`config.mk`:
```
export PLATFORM = sky130hd
export DESIGN_NAME = gb_square_channel
export DESIGN_NICKNAME = d
export VERILOG_FILES = /design/src/rtl/gb_audio_pkg.sv /design/src/rtl/gb_timebase.sv /design/src/rtl/gb_square_channel.sv
export SDC_FILE = /design/constraint.sdc
export NUM_CORES = 1
export LEC_CHECK = 0
export CAP_MARGIN = 10
export CORE_MARGIN = 2
export CORE_UTILIZATION = 35
export CTS_BUF_LIST = sky130_fd_sc_hd__clkbuf_2 sky130_fd_sc_hd__clkbuf_4 sky130_fd_sc_hd__clkbuf_8
export DETAILED_ROUTE_END_ITERATION = 16
export PLACE_DENSITY = 0.51
export RECOVER_POWER = 25
export SLEW_MARGIN = 0
export SYNTH_ARGS = -nofsm -noshare
export SYNTH_HDL_FRONTEND = slang
export SYNTH_SLANG_ARGS = --single-unit
```
`constraint.sdc`:
```
create_clock -name ac97_bitclk -period 2.86 [get_ports ac97_bitclk]
set_input_delay 0.572 -clock ac97_bitclk [delete_from_list [all_inputs] [get_ports ac97_bitclk]]
set_output_delay 0.572 -clock ac97_bitclk [all_outputs]
set_load 0.1 [all_outputs]
```
`src/rtl/gb_audio_pkg.sv`:
```
// Shared constants for the Game Boy style audio channels: timebase ratio,
// envelope rate, sample format and the pulse duty patterns.
package gb_audio_pkg;

    localparam int GB_TB_NUM   = 32;
    localparam int GB_TB_DEN   = 375;
    localparam int ENV_DIV     = 16384;
    localparam int SCALE_SHIFT = 14;
    localparam int SAMPLE_W    = 20;
    localparam int VOL_W       = 4;
    localparam int FREQ_W      = 11;
    localparam int STEP_W      = 3;

    // Indexed as DUTY_TABLE[duty][step]; entry 0 is the rightmost literal.
    localparam logic [3:0][7:0] DUTY_TABLE = {
        8'b0111_1110,
        8'b1000_0111,
        8'b1000_0001,
        8'b0000_0001
    };

endpackage

```
`src/rtl/gb_timebase.sv`:
```
// Fractional clock divider: emits gb_tick on NUM out of every DEN clock cycles
// with no accumulated drift.
module gb_timebase
    import gb_audio_pkg::*;
#(
    parameter int NUM = GB_TB_NUM,
    parameter int DEN = GB_TB_DEN
) (
    input  logic clk,
    input  logic srst,
    output logic gb_tick
);

    localparam int ACC_W = $clog2(DEN + NUM);

    logic [ACC_W-1:0] acc_reg;
    logic [ACC_W:0]   sum;

    always_comb begin
        sum     = {1'b0, acc_reg} + (ACC_W+1)'(NUM);
        gb_tick = (sum >= (ACC_W+1)'(DEN));
    end

    always_ff @(posedge clk) begin
        if (srst) begin
            acc_reg <= '0;
        end else if (gb_tick) begin
            acc_reg <= ACC_W'(sum - (ACC_W+1)'(DEN));
        end else begin
            acc_reg <= sum[ACC_W-1:0];
        end
    end

endmodule

```
`src/rtl/gb_square_channel.sv`:
```
// Game Boy pulse channel: duty sequencer, period timer and volume envelope,
// producing one signed PCM sample per frame strobe.
module gb_square_channel
    import gb_audio_pkg::*;
#(
    parameter int TB_NUM      = GB_TB_NUM,
    parameter int TB_DEN      = GB_TB_DEN,
    parameter int ENV_DIV     = gb_audio_pkg::ENV_DIV,
    parameter int SCALE_SHIFT = gb_audio_pkg::SCALE_SHIFT
) (
    input  logic                ac97_bitclk,
    input  logic                reset,
    input  logic                strobe,
    input  logic                square_wave_enable,
    input  logic                trigger,
    input  logic [1:0]          duty,
    input  logic [FREQ_W-1:0]   freq,
    input  logic [VOL_W-1:0]    env_init,
    input  logic                env_up,
    input  logic [2:0]          env_period,
    output logic [SAMPLE_W-1:0] square_sample,
    output logic                sample_valid
);

    localparam int ENV_DIV_W = (ENV_DIV > 1) ? $clog2(ENV_DIV) : 1;

    logic                 gb_tick;
    logic                 env_fire;
    logic                 active_reg;
    logic [STEP_W-1:0]    step_reg;
    logic [FREQ_W-1:0]    timer_reg;
    logic [VOL_W-1:0]     volume_reg;
    logic [2:0]           env_cnt_reg;
    logic [ENV_DIV_W-1:0] env_div_reg;
    logic [SAMPLE_W-1:0]  square_sample_reg;
    logic                 sample_valid_reg;
    logic [FREQ_W-1:0]    reload_value;
    logic [SAMPLE_W-1:0]  magnitude;
    logic [SAMPLE_W-1:0]  sample_next;

    gb_timebase #(
        .NUM (TB_NUM),
        .DEN (TB_DEN)
    ) u_timebase (
        .clk     (ac97_bitclk),
        .srst    (reset),
        .gb_tick (gb_tick)
    );

    always_comb begin
        reload_value = FREQ_W'(12'd2048 - {1'b0, freq});
        env_fire     = gb_tick && (env_div_reg == ENV_DIV_W'(ENV_DIV - 1));
        magnitude    = SAMPLE_W'(volume_reg) << SCALE_SHIFT;
        sample_next  = '0;
        if (square_wave_enable && active_reg) begin
            sample_next = DUTY_TABLE[duty][step_reg] ? magnitude : -magnitude;
        end
    end

    // The envelope divider free-runs so retriggering never shifts the 64 Hz grid.
    always_ff @(posedge ac97_bitclk) begin
        if (reset) begin
            env_div_reg <= '0;
        end else if (gb_tick) begin
            env_div_reg <= env_fire ? '0 : env_div_reg + 1'b1;
        end
    end

    always_ff @(posedge ac97_bitclk) begin
        if (reset) begin
            active_reg <= 1'b0;
            step_reg   <= '0;
            timer_reg  <= '0;
        end else if (trigger) begin
            active_reg <= 1'b1;
            step_reg   <= '0;
            timer_reg  <= reload_value;
        end else if (active_reg && gb_tick) begin
            if (timer_reg <= FREQ_W'(1)) begin
                timer_reg <= reload_value;
                step_reg  <= step_reg + 1'b1;
            end else begin
                timer_reg <= timer_reg - 1'b1;
            end
        end
    end

    always_ff @(posedge ac97_bitclk) begin
        if (reset) begin
            volume_reg  <= '0;
            env_cnt_reg <= '0;
        end else if (trigger) begin
            volume_reg  <= env_init;
            env_cnt_reg <= env_period;
        end else if (active_reg && env_fire && (env_period != 3'd0)) begin
            if (env_cnt_reg <= 3'd1) begin
                env_cnt_reg <= env_period;
                if (env_up && (volume_reg != {VOL_W{1'b1}})) begin
                    volume_reg <= volume_reg + 1'b1;
                end else if (!env_up && (volume_reg != '0)) begin
                    volume_reg <= volume_reg - 1'b1;
                end
            end else begin
                env_cnt_reg <= env_cnt_reg - 1'b1;
            end
        end
    end

    // Sampling sees pre-trigger / pre-advance state because it reads the registers.
    always_ff @(posedge ac97_bitclk) begin
        if (reset) begin
            square_sample_reg <= '0;
            sample_valid_reg  <= 1'b0;
        end else begin
            sample_valid_reg <= strobe;
            if (strobe) begin
                square_sample_reg <= sample_next;
            end
        end
    end

    assign square_sample = square_sample_reg;
    assign sample_valid  = sample_valid_reg;

endmodule

```
# == Yosys cells after proc, flatten, opt, wreduce, memory -nomap -nowiden ==
# Cells that the tools add are included.
# classes
order_cmp,5
n_mux,19
reduce_logical,17
n_eq_ne,2
add_sub_neg,10
# ops
op,n
two-way mux 20 bit,2
two-way mux 11 bit,3
two-way mux 4 bit,5
negation 18 -> 20 bit,1
binary-select mux 8 bit (select 2 bit),1
adder 14 x 1 -> 14 bit (second input constant),1
== test 14 bit (second input constant),1
two-way mux 14 bit,1
<= comparator 11 x 1 -> 1 bit (second input constant),1
subtractor 1 x 11 -> 11 bit (first input constant),1
subtractor 11 x 1 -> 11 bit (second input constant),1
adder 9 x 6 -> 10 bit (second input constant),1
greater-or-equal comparator 10 x 9 -> 1 bit (second input constant),1
two-way mux 3 bit,3
two-way mux 9 bit,1
subtractor 9 bit (second input constant),1
two-way mux 8 bit,1
logical AND 1 bit,7
nonzero test 2 bit,3
nonzero test 3 bit,2
adder 4 x 1 -> 4 bit (second input constant),1
< comparator 3 x 4 -> 1 bit (second input constant),1
!= test 4 bit (second input constant),1
nonzero test 4 bit,1
11 further kinds,11
# word_totals
inputBits,26
regBits,66
word_cells,62

# == Depth between registers and ports, before layout ==
# Gate-level depths: netlist of the first run.
# depth
word_depth,7
depth_mapped,9

# == By module ==
# Synthesis of the first run repeated with hierarchy kept, for this count alone.
# hier_totals
cells_unflattened,409
hier_area_um2,3437.0
# modules_own_cells
mod,seq_area_each_um2,area_per_inst_um2,n_inst,cells_per_inst
gb_square_channel,860.8,2897.8,1,349
gb_timebase,180.2,539.3,1,60

# == Worst setup path after synthesis of the first run ==
# OpenSTA, ideal clock, no wires.
# synth_timing
path_kind,register to register
start,register u_timebase.acc_reg[5]
end,register env_cnt_reg[1]
required_ns,2.721
path_buffers,1
slack_ns,0.715
setup_time_ns,0.139
arrival_ns,2.006
stages_incl_launch_ff,8
path_cell_list,dfxtp_1 inv_1 ha_1 o311a_1 buf_4 or4b_4 a21oi_1 a311oi_1
# synth_via
elab_chain_cells,6
# synth_lines
element,line_no,rtl
"start, declared",gb_timebase.sv:16,logic [ACC_W-1:0] acc_reg;
"start signal, assigned",gb_timebase.sv:28,acc_reg <= ACC_W'(sum - (ACC_W+1)'(DEN));
"start signal, assigned",gb_timebase.sv:30,acc_reg <= sum[ACC_W-1:0];
adder 9 x 6 -> 10 bit,gb_timebase.sv:20,"sum = {1'b0, acc_reg} + (ACC_W+1)'(NUM);"
greater-or-equal comparator 10 x 9 -> 1 bit,gb_timebase.sv:21,gb_tick = (sum >= (ACC_W+1)'(DEN));
logical AND 1 bit,gb_square_channel.sv:52,env_fire = gb_tick && (env_div_reg == ENV_DIV_W'(ENV_DIV - 1));
logical AND 1 bit (2 in series),gb_square_channel.sv:95,end else if (active_reg && env_fire && (env_period != 3'd0)) begin
nonzero test 2 bit (no source line),--,
"end signal, assigned",gb_square_channel.sv:94,env_cnt_reg <= env_period;
"end signal, assigned",gb_square_channel.sv:97,env_cnt_reg <= env_period;
"end signal, assigned",gb_square_channel.sv:104,env_cnt_reg <= env_cnt_reg - 1'b1;
"end, declared",gb_square_channel.sv:33,logic [2:0] env_cnt_reg;
# Every way passes these cells.
# A chain may end at the register's enable or synchronous reset.

==> results of run 1 <==
==> synthesized netlist by cell type (3+ instances only) <==
cell	number
a31oi_1	5
nand2_1	31
xor2_1	8
ha_1	16
buf_4	15
nand3_1	17
a211oi_1	3
buf_6	5
o31a_1	3
a21o_1	3
a31o_2	3
o211ai_1	9
and3_1	10
o22ai_1	3
a211o_1	3
nor4_1	13
clkbuf_1	10
a21oi_1	26
o21ai_0	13
nor3b_1	5
nand4_1	12
nand2b_1	4
o31ai_1	4
or3_1	4
dfxtp_1	52
mux2i_1	13
or4_1	6
nor2_1	33
inv_1	22
nor3_1	18
xnor2_1	17
==> per-stage QoR <==
stage,utilization (%),hold slack (ns),instance area (um2),cells
2_1_floorplan,-,0.449,3630,443
3_3_place_gp,40.1,0.458,3960,586
3_5_place_dp,40.1,0.464,3960,586
4_1_cts,41.2,0.488,4070,594
5_1_grt,40.9,0.513,4040,594
6_report,40.9,0.476,4040,594
==> worst max-delay path: cells and delay by family <==
kind / cells / cell delay [ns]
AO/OA/AOI/OAI: 2 / 0.45
buffers and inverters: 2 / 1.68
==> power by group through the flow <==
stage	logic, mW	registers [mW]	clock network, mW
global route	0.457	0.796	0.567
CTS	0.420	0.790	0.543
detailed placement	0.418	0.807	0
floorplan	0.331	0.804	0
finish	0.417	0.791	0.521
global placement	0.419	0.807	0
==> kinds of logic (layout without fill, tap and decap cells) <==
| kind of cell | count (synthesis) | after routing |
|---|---|---|
| DFF | 52 | 52 |
| muxes | 16 | 16 |
| AOI/OAI and AO/OA | 95 | 95 |
| xor gates and xnor gates | 25 | 25 |
| adders and majority gates | 17 | 17 |
| other | 1 | 14 |
| and+or+nand+nor | 169 | 169 |
| buffers and inverters | 55 | 73 |
==> cells in the final DEF (no fill, tap or decap), types with 4 or more instances in the layout <==
cell type	count
o31ai_1	4
nand4_1	12
or4_1	6
nand3_1	17
nand2b_1	4
nor3b_1	5
clkbuf_8	5
xor2_1	8
nor2_1	33
o211ai_1	9
o21ai_0	13
a21oi_1	26
conb_1	14
a31oi_1	5
xnor2_1	17
dfxtp_1	52
clkdlybuf4s50_1	24
buf_4	9
clkbuf_1	9
nand2_1	31
inv_1	22
mux2i_1	13
nor4_1	13
or3_1	4
ha_1	16
and3_1	10
nor3_1	18
==> area by class of cell <==
type,count,area share [%]
tap,133,4.12
clock buffer,6,1.89
sequential,52,25.8
inverter,22,2.05
timing repair buffer,43,8.71
multi-input combinational,336,56.6
clock inverter,2,0.868
==> how the worst max path moves through the flow <==
stage,depth (start not counted),to,slack (ns),from
after global placement,8,volume_reg[3],0.30,env_up
after floorplan,7,env_cnt_reg[1],0.72,u_timebase.acc_reg[5]
after detailed placement,8,volume_reg[3],0.22,env_up
after global routing,4,env_div_reg[1],0.12,reset
after CTS,7,env_div_reg[7],0.41,u_timebase.acc_reg[5]
final,4,env_div_reg[1],0.29,reset
==> layer usage <==
metal	wire (um)	track usage, %	vias to the layer above
li1	-	-	1614
met1	4230	21.1	1481
met2	3800	24.3	43
met3	221	2.23	9
met4	104	3.90	0
met5	0	0	-
==> metrics.cfg, run 1 <==
[logic_synthesis]
synth_edf_count = 0
synthAdderAreaFrac_pct = 6.14
ys_async_sr_fraction_pct = 0
synthTopCellsByArea = dfxtp_1, ha_1, xnor2_1, a21oi_1, mux2i_1
synth_top_family_by_area = simple AND/OR/NAND/NOR gates
syn_avg_cell_area_um2 = 8.34
synth_area_mm2 = 0.00359
synth_warnings = 0
yosysUniqueCellTypes = 67
synth_largest_area_cell = dfxtp_1
synth_mux_area_share_pct = 4.64
yosys.area_share.simple_pct = 26.7
synth_seq_area_share_pct = 29.0
ys.flop_type = dfxtp_1
ys_ff_latch = 52
synth-xor-area-share_pct = 6.11
synthCells = 430
synth-compound-area-share_pct = 18.6
synth_top_area_share_pct = 29.0

[setup_path]
cp-end-kind = flop
reg2reg_from = u_timebase.acc_reg[5]
crit_required_ns = 3.00
worst_setup_path_start_kind = primary input
crit_chain = dlygate4sd3_1 > clkbuf_1 > a31o_2 > o32ai_1
worstRegToRegCells = 6
max_stage_delay_ns = 1.13
r2r_end = env_div_reg[1]
crit_type = in -> reg
crit_path_top_delay_cell = clkbuf_1
crit_arrival_ns = 2.71
reg2reg_slack_ns = 0.36
worst-path-max-fanout = 32

[global_routing]
overflow = 0
grt_usage_pct = 15.1
grt_max_degree = 33
grt_pass1_vias = 2893
grt_pass1_wl_um = 14000
grt_antenna_before_repair = 0

[floorplan]
rows = 36
start_util_pct = 36.4
io_pins = 47
die_x_um = 105
die_h_um = 105
coreArea_mm2 = 0.00986
design.die.area_mm2 = 0.0111

[cts]
ctsResizeCount = 0
insertion_delay_ns = 0.31
holdBufCountCts = 0
htree_levels = 2
clk_path_buf_depth = 2
tritoncts.num_buffers = 5
tritoncts = built
clockRootBuffer = clkbuf_8
post_cts_buffers = 0
clkTransAtPathRegs_ns = 0.09
clock_sinks = 52

[job]
maxCapViolCount = 1

[sta]
relSlewSlack_pct = -3.75
tns_ns = 0
fin_crit_ns = 2.57
max_freq_mhz = 389
drv_slew = 33
setup_viol = 0
final-hold-violation-count = 0
grt_setup_unrepaired = no
period_share_pct = 89.9
max_slew.worst_pin.slew_ns = 1.56
final.setup.worst_slack_ns = 0.290
clock_skew_ns = 0.00689

[pwr]
power.leakage_nw = 1.47
vdd_drop_max_mv = 0.186
p_sw_mw = 0.561
p_per_area_mw_per_mm2 = 428
p_comb_share_pct = 24.1
clockPowerShare_pct = 30.1
internal-power_mw = 1.17
total_power_mw = 1.73
p_sw_share_pct = 32.5
p_seq_share_pct = 45.7

[finish]
largest_reg_flops = 14
n_fill_cell = 1028
n_antenna_cell = 0
seq_area_mm2 = 0.00104
area_delta_synth_final_pct = 12.5
nets = 503
drive_gt1_share_pct = 7.59
multiInputGateArea_mm2 = 0.00228

[worst_hold_path]
hold-path-endpoint = square_sample[16]
hp-class = reg -> reg
min_path_cells = 1
hp-start = square_sample[16]

[detailed_routing]
drt-initial-drc-count = 101
ant_nets = 0
wl_um = 8350
vias = 3147
drc_errors = 0
vias_per_cell = 5.30
wl_per_cell_um = 14.1
drt_pass1_iterations = 4

[status]
violations = capacitance limit, slew limit
status = finished with violations

[place]
dpl.hpwl_um = 6060
port_buffers = 32
post-place-ws_ns = 0.216
gp_congestion = 0.833

No activity file was read; power rests on OpenSTA's default activity.
==> run 2, diff against run 1 <==
--- a/config.mk
+++ b/config.mk
@@ -12,7 +12,7 @@
 export DETAILED_ROUTE_END_ITERATION = 16
 export PLACE_DENSITY = 0.51
 export RECOVER_POWER = 25
-export SLEW_MARGIN = 0
+export SLEW_MARGIN = 20
 export SYNTH_ARGS = -nofsm -noshare
 export SYNTH_HDL_FRONTEND = slang
 export SYNTH_SLANG_ARGS = --single-unit
==> results of run 2 <==
Same layout as run 1: the final DEF is identical, and so are final timing and power.
